--- config.mk ---
export PLATFORM = sky130hd
export DESIGN_NAME = switch_config_sequencer
export DESIGN_NICKNAME = d
export VERILOG_FILES = /design/src/rtl/switch_config_sequencer.sv
export SDC_FILE = /design/constraint.sdc
export NUM_CORES = 1
export LEC_CHECK = 0
export BUFFER_PORTS_ARGS = -buffer_cell sky130_fd_sc_hd__buf_2
export CAP_MARGIN = 25
export CORE_MARGIN = 2
export CORE_UTILIZATION = 42
export DETAILED_ROUTE_END_ITERATION = 6
export HOLD_SLACK_MARGIN = 0.05
export PLACE_DENSITY = 0.57
export SLEW_MARGIN = 30
export SYNTH_ARGS = -nofsm -noshare
export SYNTH_HDL_FRONTEND = slang
export SYNTH_SLANG_ARGS = --single-unit
--- constraint.sdc ---
create_clock -name clk -period 4 [get_ports clk]
set_input_delay 1 -clock clk [delete_from_list [all_inputs] [get_ports clk]]
set_output_delay 1 -clock clk [all_outputs]
set_load 0.005 [all_outputs]
--- src/rtl/switch_config_sequencer.sv ---
// Crosspoint switch configuration sequencer: buffers commands in a FIFO and
// issues reset/program operations to a switch interface with rdy handshakes.
module switch_config_sequencer #(
    parameter int FIFO_DEPTH = 8,
    parameter int TIMEOUT    = 255
) (
    input  logic        clk,
    input  logic        rst_n,
    input  logic        cmd_valid,
    input  logic [15:0] cmd_data,
    output logic        cmd_ready,
    input  logic        clear_req,
    output logic        sw_cs,
    output logic [3:0]  sw_op,
    output logic [15:0] sw_data,
    input  logic        sw_rdy,
    output logic        busy,
    output logic        err,
    output logic [7:0]  issued_count,
    output logic [2:0]  dbg_state_o
);

    localparam int AW = (FIFO_DEPTH > 1) ? $clog2(FIFO_DEPTH) : 1;
    localparam int TW = $clog2(TIMEOUT + 1);
    localparam logic [TW-1:0] TIMER_LAST = TW'(TIMEOUT - 1);
    localparam logic [3:0] SW_OP_RESET = 4'b0001;
    localparam logic [3:0] SW_OP_PROG  = 4'b0010;

    typedef enum logic [2:0] {
        ST_INIT, ST_CLR0, ST_CLR1, ST_IDLE, ST_ISSUE, ST_WAIT_LO, ST_WAIT_HI
    } state_e;

    typedef enum logic [1:0] {OP_CLR0, OP_CLR1, OP_PROG} op_e;

    state_e          state_q, state_d;
    op_e             op_q, op_d;
    logic            err_q, err_d;
    logic            pend_q, pend_d;
    logic [7:0]      count_q, count_d;
    logic [TW-1:0]   timer_q, timer_d;
    logic [15:0]     sw_data_q;
    logic            sel;
    logic [3:0]      sel_op;
    logic [15:0]     sel_data;

    logic [15:0]     mem_q [FIFO_DEPTH];
    logic [AW:0]     wr_ptr_q, rd_ptr_q;
    logic            fifo_full, fifo_empty, fifo_push, fifo_pop;
    logic [15:0]     fifo_head;

    // Handshake: a command is taken on every rising edge where cmd_valid and
    // cmd_ready are both high; ready ignores a same-cycle pop.
    assign fifo_empty = (wr_ptr_q == rd_ptr_q);
    assign fifo_full  = (wr_ptr_q[AW] != rd_ptr_q[AW]) &&
                        (wr_ptr_q[AW-1:0] == rd_ptr_q[AW-1:0]);
    assign cmd_ready  = !fifo_full;
    assign fifo_push  = cmd_valid && cmd_ready;
    assign fifo_pop   = (state_q == ST_ISSUE);
    assign fifo_head  = mem_q[rd_ptr_q[AW-1:0]];

    always_ff @(posedge clk) begin
        if (fifo_push) begin
            mem_q[wr_ptr_q[AW-1:0]] <= cmd_data;
        end
    end

    always_ff @(posedge clk or negedge rst_n) begin
        if (!rst_n) begin
            wr_ptr_q <= '0;
            rd_ptr_q <= '0;
        end else begin
            if (fifo_push) wr_ptr_q <= wr_ptr_q + 1'b1;
            if (fifo_pop)  rd_ptr_q <= rd_ptr_q + 1'b1;
        end
    end

    always_ff @(posedge clk or negedge rst_n) begin
        if (!rst_n) begin
            state_q   <= ST_INIT;
            op_q      <= OP_CLR0;
            err_q     <= 1'b0;
            pend_q    <= 1'b0;
            count_q   <= 8'd0;
            timer_q   <= '0;
            sw_data_q <= 16'h0000;
        end else begin
            state_q   <= state_d;
            op_q      <= op_d;
            err_q     <= err_d;
            pend_q    <= pend_d;
            count_q   <= count_d;
            timer_q   <= timer_d;
            sw_data_q <= sel_data;
        end
    end

    always_comb begin
        state_d  = state_q;
        op_d     = op_q;
        err_d    = err_q;
        pend_d   = pend_q | clear_req;
        count_d  = count_q;
        timer_d  = '0;
        sel      = 1'b0;
        sel_op   = 4'b0000;
        sel_data = sw_data_q;

        case (state_q)
            ST_INIT: state_d = ST_CLR0;
            ST_CLR0: begin
                sel      = 1'b1;
                sel_op   = SW_OP_RESET;
                sel_data = 16'h0000;
                op_d     = OP_CLR0;
                state_d  = ST_WAIT_LO;
            end
            ST_CLR1: begin
                sel      = 1'b1;
                sel_op   = SW_OP_RESET;
                sel_data = 16'h0010;
                op_d     = OP_CLR1;
                state_d  = ST_WAIT_LO;
            end
            ST_IDLE: begin
                if (pend_q) begin
                    state_d = ST_CLR0;
                end else if (!fifo_empty) begin
                    state_d = ST_ISSUE;
                end
            end
            ST_ISSUE: begin
                sel      = 1'b1;
                sel_op   = SW_OP_PROG;
                sel_data = fifo_head;
                op_d     = OP_PROG;
                state_d  = ST_WAIT_LO;
            end
            ST_WAIT_LO: begin
                if (!sw_rdy) begin
                    state_d = ST_WAIT_HI;
                end else if (timer_q >= TIMER_LAST) begin
                    state_d = ST_IDLE;
                    err_d   = 1'b1;
                end
            end
            ST_WAIT_HI: begin
                if (sw_rdy) begin
                    case (op_q)
                        OP_CLR0: state_d = ST_CLR1;
                        OP_CLR1: begin
                            state_d = ST_IDLE;
                            err_d   = 1'b0;
                            pend_d  = 1'b0;
                        end
                        default: begin
                            state_d = ST_IDLE;
                            count_d = count_q + 8'd1;
                        end
                    endcase
                end else if (timer_q >= TIMER_LAST) begin
                    state_d = ST_IDLE;
                    err_d   = 1'b1;
                end
            end
            default: state_d = ST_INIT;
        endcase

        // Counter is zero during the select cycle and counts wait cycles after it.
        if ((state_d == ST_WAIT_LO) || (state_d == ST_WAIT_HI)) begin
            timer_d = timer_q + TW'(1);
        end
    end

    assign sw_cs        = sel;
    assign sw_op        = sel_op;
    assign sw_data      = sel_data;
    assign busy         = !fifo_empty || (state_q != ST_IDLE);
    assign err          = err_q;
    assign issued_count = count_q;
    assign dbg_state_o  = state_q;

endmodule

==> out/results.ini, run 1 <==
[critical_path]
rr_endpoint = mem_q[6][13]$_DFFE_PP_
reg2reg_slack_ps = 1280
r2r-start = rd_ptr_q[2]$_DFFE_PN0P_
critPathMaxFanout = 15
crit_path_start_kind = flop
path_class = flop to output port
worstPathRequired_ps = 3000
worstPathArrival_ps = 2500
worstRegToRegCells = 5
end_kind = output port

[timing]
setup_viol = 0
hold_viol = 0
tightest_slew_ps = 749
relSlewSlack = 0.501
max_clock_freq_mhz = 286
finalCritPeriodShare = 0.875
rsz0062_at_grt = false
slew_viol_final = 0
totalNegativeSetupSlack_ps = 0
finClkSkew_ps = 13.5
period_minus_slack_ps = 3500

[outcome]
status = complete, no violations

[routing]
drtPass1Iterations = 5
drt_wl_total_um = 14200
final_antenna_net_count = 0
drcViolationCount = 0
viasPerCell = 5.30
wl_per_cell_um = 19.2
drtIter0Drc = 192
num_vias = 3915

[power_and_ir_drop]
power.density_nw_per_um2 = 740
power.leakage_nw = 3.10
p_sw_frac = 0.334
switchingPower_w = 0.00204
seqPwrFrac = 0.428
pwr-share-clk = 0.255
combPwrFrac = 0.317
fin_total_pwr_w = 0.00611
p_int_w = 0.00407
irDropWorstVdd_mv = 0.377

[synthesis]
yosysSeqAreaShare = 0.708
ys_types = 48
synth_top_area_frac = 0.542
syn_inst = 437
synthArstFlopShare = 0.269
synth.avg_cell_area_um2 = 16.2
synth-edff-count = 128
synth_area_leader_cell = edfxtp_1
netlist_area_um2 = 7090
netlist_top_cells_area = edfxtp_1 (54%), dfrtp_1 (17%), mux4_2 (4.8%), mux2i_1 (2.3%), a32o_1 (1.8%)
ys_warn_count = 0
synthFlopType = edfxtp_1
synth-seq-cells = 175

[cts]
cts_resized = 0
cts_made_buffers = 17
clk_pin_slew_ps = 70
insertion_delay_ps = 430
htreeDepth = 4
cts_tree = done
post-cts-setup-buffers = 0
cts_sinks = 175
clockBufferDepth = 2
cts_root_buf = clkbuf_16
ctsHoldBuffers = 0

[placed_design]
gp_congestion = 0.764
io_buffers = 53
place_inst = 706
place_hpwl_um = 8910

[global_routing]
antenna_found_initial = 0
gr-max-usage-layer = met2
grt_start_max_net_pins = 27
met2_usage = 0.276
grtUsageMet1 = 0.233
grt_use_total = 0.172
grt_pass1_vias = 4100
gr-usage-met3 = 0.0446
overflow = 0
grt_pass1_wl_um = 22800

[die]
ioPinCount = 56
fp-row-count = 47
dieArea_um2 = 17900
die_y_um = 134
core_area_um2 = 16500
fp.dieW_um = 134
initial_core_util = 0.429

[worst_hold_path]
holdPathEnd = sw_data_q[6]$_DFF_PN0_
holdPathStages = 2
hold_start = sw_data_q[6]$_DFF_PN0_
min_path_type = flop to flop

[cells_and_area]
area_growth_pct = 16.4
layout_common_cells = edfxtp_1 (128), buf_2 (53), dfrtp_1 (46)
final_nets = 531
final_cells = 739
layout_commonest_cell = edfxtp_1
drive_above_1_share = 0.268

[job]
max_cap_viol_count = 0

-- synth_stat cells (2+ instances only) --
master    number
edfxtp_1     128
dfrtp_1       47
nand2_1       19
nor2_1        18
nand2b_1      17
mux2i_1       16
a21oi_1       15
mux4_2        15
xnor2_1       14
a32o_1        13
a211oi_1      12
nor2b_1       12
nand3_1       10
buf_4          8
xor2_1         8
buf_2          7
clkbuf_1       7
and3_1         6
nor3_1         6
o21ai_0        6
ha_1           5
inv_1          5
mux2_2         5
a31oi_1        4
a21o_1         3
buf_6          3
nand4_1        3
o221ai_1       3
mux4_1         2
o211ai_1       2
-- critical path: stages, from the launching register on --
cell     delay [ps]
dfrtp_1         830
xor2_1          220
nor4b_1         620
nand4_1         220
buf_2           180
-- stage by stage --
step / instance area, um2 / setup WS [ps] / hold slack (ps) / utilization
floorplan: 7100 / 1270 / 455 / -
detailed placement: 7690 / 943 / 456 / 0.465
CTS: 8250 / 470 / 474 / 0.499
global route: 8250 / 349 / 510 / 0.499
finish: 8250 / 502 / 471 / 0.499
global placement: 7670 / 817 / 451 / 0.464
-- sequential cells by signal, indices dropped and copies added, names as in the netlist --
| register | cells |
|---|---|
| sw_data_q | 16 |
| err | 1 |
| pend_q | 1 |
| rd_ptr_q | 4 |
| wr_ptr_q | 4 |
| timer_q | 8 |
| issued_count | 8 |
| dbg_state_o | 3 |
| op_q | 2 |
| mem_q | 128 |
-- cell families (layout without fill, tap and decap cells) --
group                    after synthesis  count (layout)  share of synthesized area
flip-flops                           175             175                      0.708
AND/OR/NAND/NOR                      100             100                     0.0751
AO/OA/AOI/OAI                         63              63                     0.0654
multiplexers                          38              38                     0.0856
buffers and inverters                 31             111                     0.0250
XOR/XNOR                              24              24                     0.0318
adder cells (fa/ha/maj)                5               5                    0.00882
other                                  1               3                   0.000529
-- how the worst max path moves through the flow --
stage | from | endpoint | slack [ps] | cells after the start
2_1_floorplan | cmd_valid | mem_q[7][0]$_DFFE_PP_ | 1270 | 2
3_3_place_gp | dbg_state_o[2]$_DFF_PN0_ | sw_data[3] | 820 | 5
3_5_place_dp | rd_ptr_q[0]$_DFFE_PN0P_ | sw_data[1] | 940 | 5
4_1_cts | rd_ptr_q[2]$_DFFE_PN0P_ | busy | 470 | 4
5_1_grt | rd_ptr_q[2]$_DFFE_PN0P_ | busy | 350 | 4
6_report | rd_ptr_q[2]$_DFFE_PN0P_ | busy | 500 | 4
-- power by group through the flow --
stage / registers, W / logic [W] / clock network, W
2_1_floorplan: 0.00250 / 0.00141 / 0
3_3_place_gp: 0.00263 / 0.00193 / 0
3_5_place_dp: 0.00265 / 0.00196 / 0
4_1_cts: 0.00262 / 0.00197 / 0.00160
5_1_grt: 0.00266 / 0.00215 / 0.00167
6_report: 0.00261 / 0.00193 / 0.00156
-- cell type report --
cell class,count,area (um2)
flip-flops and latches,175,5020
diodes,1,2.50
inverters,6,22.5
repair buffers,73,440
clock buffers,20,467
clock inverters,12,97.6
multi-input cells,232,1930
well taps,220,275
fillers,1428,8270
-- metal layers --
layer  share of wire  wire length, um
met3           0.052              733
met2            0.48             6840
met4           0.011              153
met1            0.45             6450
met5               0                0
(Power assumes the default switching activity.)
==> inputs of run 2 (changes only) <==
- CTS_BUF_LIST: unset -> sky130_fd_sc_hd__clkbuf_8
- GPL_TIMING_DRIVEN: unset -> 0
==> out/results.ini, run 2 (synthesis gave the netlist of run 1 again) <==
[cts]
clk_pin_slew_ps = 90
ctsHoldBuffers = 0
post-cts-setup-buffers = 0
cts_made_buffers = 17
cts_tree = done
cts_root_buf = clkbuf_8
insertion_delay_ps = 460
cts_sinks = 175
cts_resized = 0
clockBufferDepth = 2
htreeDepth = 4

[die]
ioPinCount = 56
fp.dieW_um = 134
initial_core_util = 0.429
dieArea_um2 = 17900
fp-row-count = 47
core_area_um2 = 16500
die_y_um = 134

[power_and_ir_drop]
switchingPower_w = 0.00203
irDropWorstVdd_mv = 0.347
seqPwrFrac = 0.431
combPwrFrac = 0.369
power.leakage_nw = 3.04
p_int_w = 0.00376
power.density_nw_per_um2 = 712
p_sw_frac = 0.351
pwr-share-clk = 0.200

[placed_design]
gp_congestion = 0.773
io_buffers = 53
place_hpwl_um = 9700

[critical_path]
slowest_delay_ps = 540
end_kind = output port
worstPathRequired_ps = 3000
crit_path_start_kind = flop
critPathMaxFanout = 10
path_class = flop to output port
cpMaxStageDelayCell = clkbuf_1
crit_top_cell = buf_2
worstPathArrival_ps = 2600
cp_cell_sequence = buf_6 > buf_2 > nor2_1 > clkbuf_1 > a21oi_1 > a32o_1 > buf_2
reg2reg_slack_ps = 1450

[routing]
drtIter0Drc = 284
num_vias = 3924
drt_wl_total_um = 14900
viasPerCell = 5.21
drtPass1Iterations = 5
final_antenna_net_count = 0
wl_per_cell_um = 19.8
drcViolationCount = 0

[global_routing]
antenna_found_initial = 2
grt_pass1_wl_um = 23500
grt_use_total = 0.180
grt_pass1_vias = 4117
overflow = 0
grt_start_max_net_pins = 48

[timing]
finalCritPeriodShare = 0.900
setup_viol = 0
finClkSkew_ps = 13.6
tightest_slew_ps = 733
relSlewSlack = 0.511
rsz0062_at_grt = false
totalNegativeSetupSlack_ps = 0
max_clock_freq_mhz = 278
hold_viol = 0
period_minus_slack_ps = 3600
slew_viol_final = 0

[job]
max_cap_viol_count = 0

[worst_hold_path]
min_path_type = flop to flop

[cells_and_area]
largest_reg_flops = 128
layout_commonest_cell = edfxtp_1
utilization = 0.493
area_growth_pct = 14.8
layout_common_cells = edfxtp_1 (128), buf_2 (59), dfrtp_1 (47)
final_nets = 545
drive_above_1_share = 0.276

[outcome]
status = complete, no violations

run 2: cell count changes in the layout (fill, tap and decap cells not counted), moves of 5 or more:
cell,previous run,this run
clkbuf_8,3,19
clkbuf_16,17,0
buf_2,53,59
nor2_4,0,5
clkbuf_1,0,7
run 2: layout make-up:
class                      count  area, um2
antenna                        1       2.50
buffer                        25        155
clock buffer                  19        262
clock inverter                13        114
fill                        1447       8380
inverter                       6       22.5
multi-input combinational    232       1950
sequential                   175       5020
tap                          220        275
timing repair buffer          62        343
run 2: worst paths after layout:
path | startpoint | to | cells after the start
setup / recovery | rd_ptr_q[1]$_DFFE_PN0P_ | sw_data[1] | 7
hold / removal | issued_count[7]$_DFFE_PN0P_ | issued_count[7]$_DFFE_PN0P_ | 1
setup reg to reg | rd_ptr_q[0]$_DFFE_PN0P_ | mem_q[0][14]$_DFFE_PP_ | 7
hold reg to reg | issued_count[7]$_DFFE_PN0P_ | issued_count[7]$_DFFE_PN0P_ | 1
max in group asynchronous | rst_n | sw_data_q[2]$_DFF_PN0_ | 1
min in group asynchronous | rst_n | timer_q[6]$_DFF_PN0_ | 1
run 2: power groups by stage:
stage | combinational (W) | sequential, W | clock (W)
after CTS | 0.00220 | 0.00250 | 0.00120
after detailed placement | 0.00219 | 0.00254 | 0
after global placement | 0.00208 | 0.00253 | 0
final | 0.00214 | 0.00250 | 0.00116
after floorplan | 0.00141 | 0.00250 | 0
after global routing | 0.00237 | 0.00254 | 0.00127
run 2: routing by layer:
layer,vias up,part of all wire,track usage,wire [um]
li1,1836,-,-,-
met1,1986,0.43,0.233,6460
met2,92,0.51,0.301,7560
met3,8,0.054,0.0506,804
met4,2,0.0068,0.0485,101
met5,-,0.00047,0,7
run 2: stage by stage:
stage | area [um2] | power, W | hold slack (ps) | setup WS, ps | cells
final | 8150 | 0.00580 | 473 | 402 | 753
after global routing | 8140 | 0.00618 | 507 | 173 | 752
after CTS | 8140 | 0.00589 | 483 | 324 | 752
after detailed placement | 7770 | 0.00473 | 459 | 839 | 720
after global placement | 7640 | 0.00461 | 450 | -286 | 711
after floorplan | 7100 | 0.00391 | 455 | 1270 | 438
run 2: critical path: cells and delay by family (launching register included):
kind	cells	cell delay (ps)
DFF	1	400
buffers and inverters	4	1020
and+or+nand+nor	1	220
AOI/OAI and AO/OA	2	500
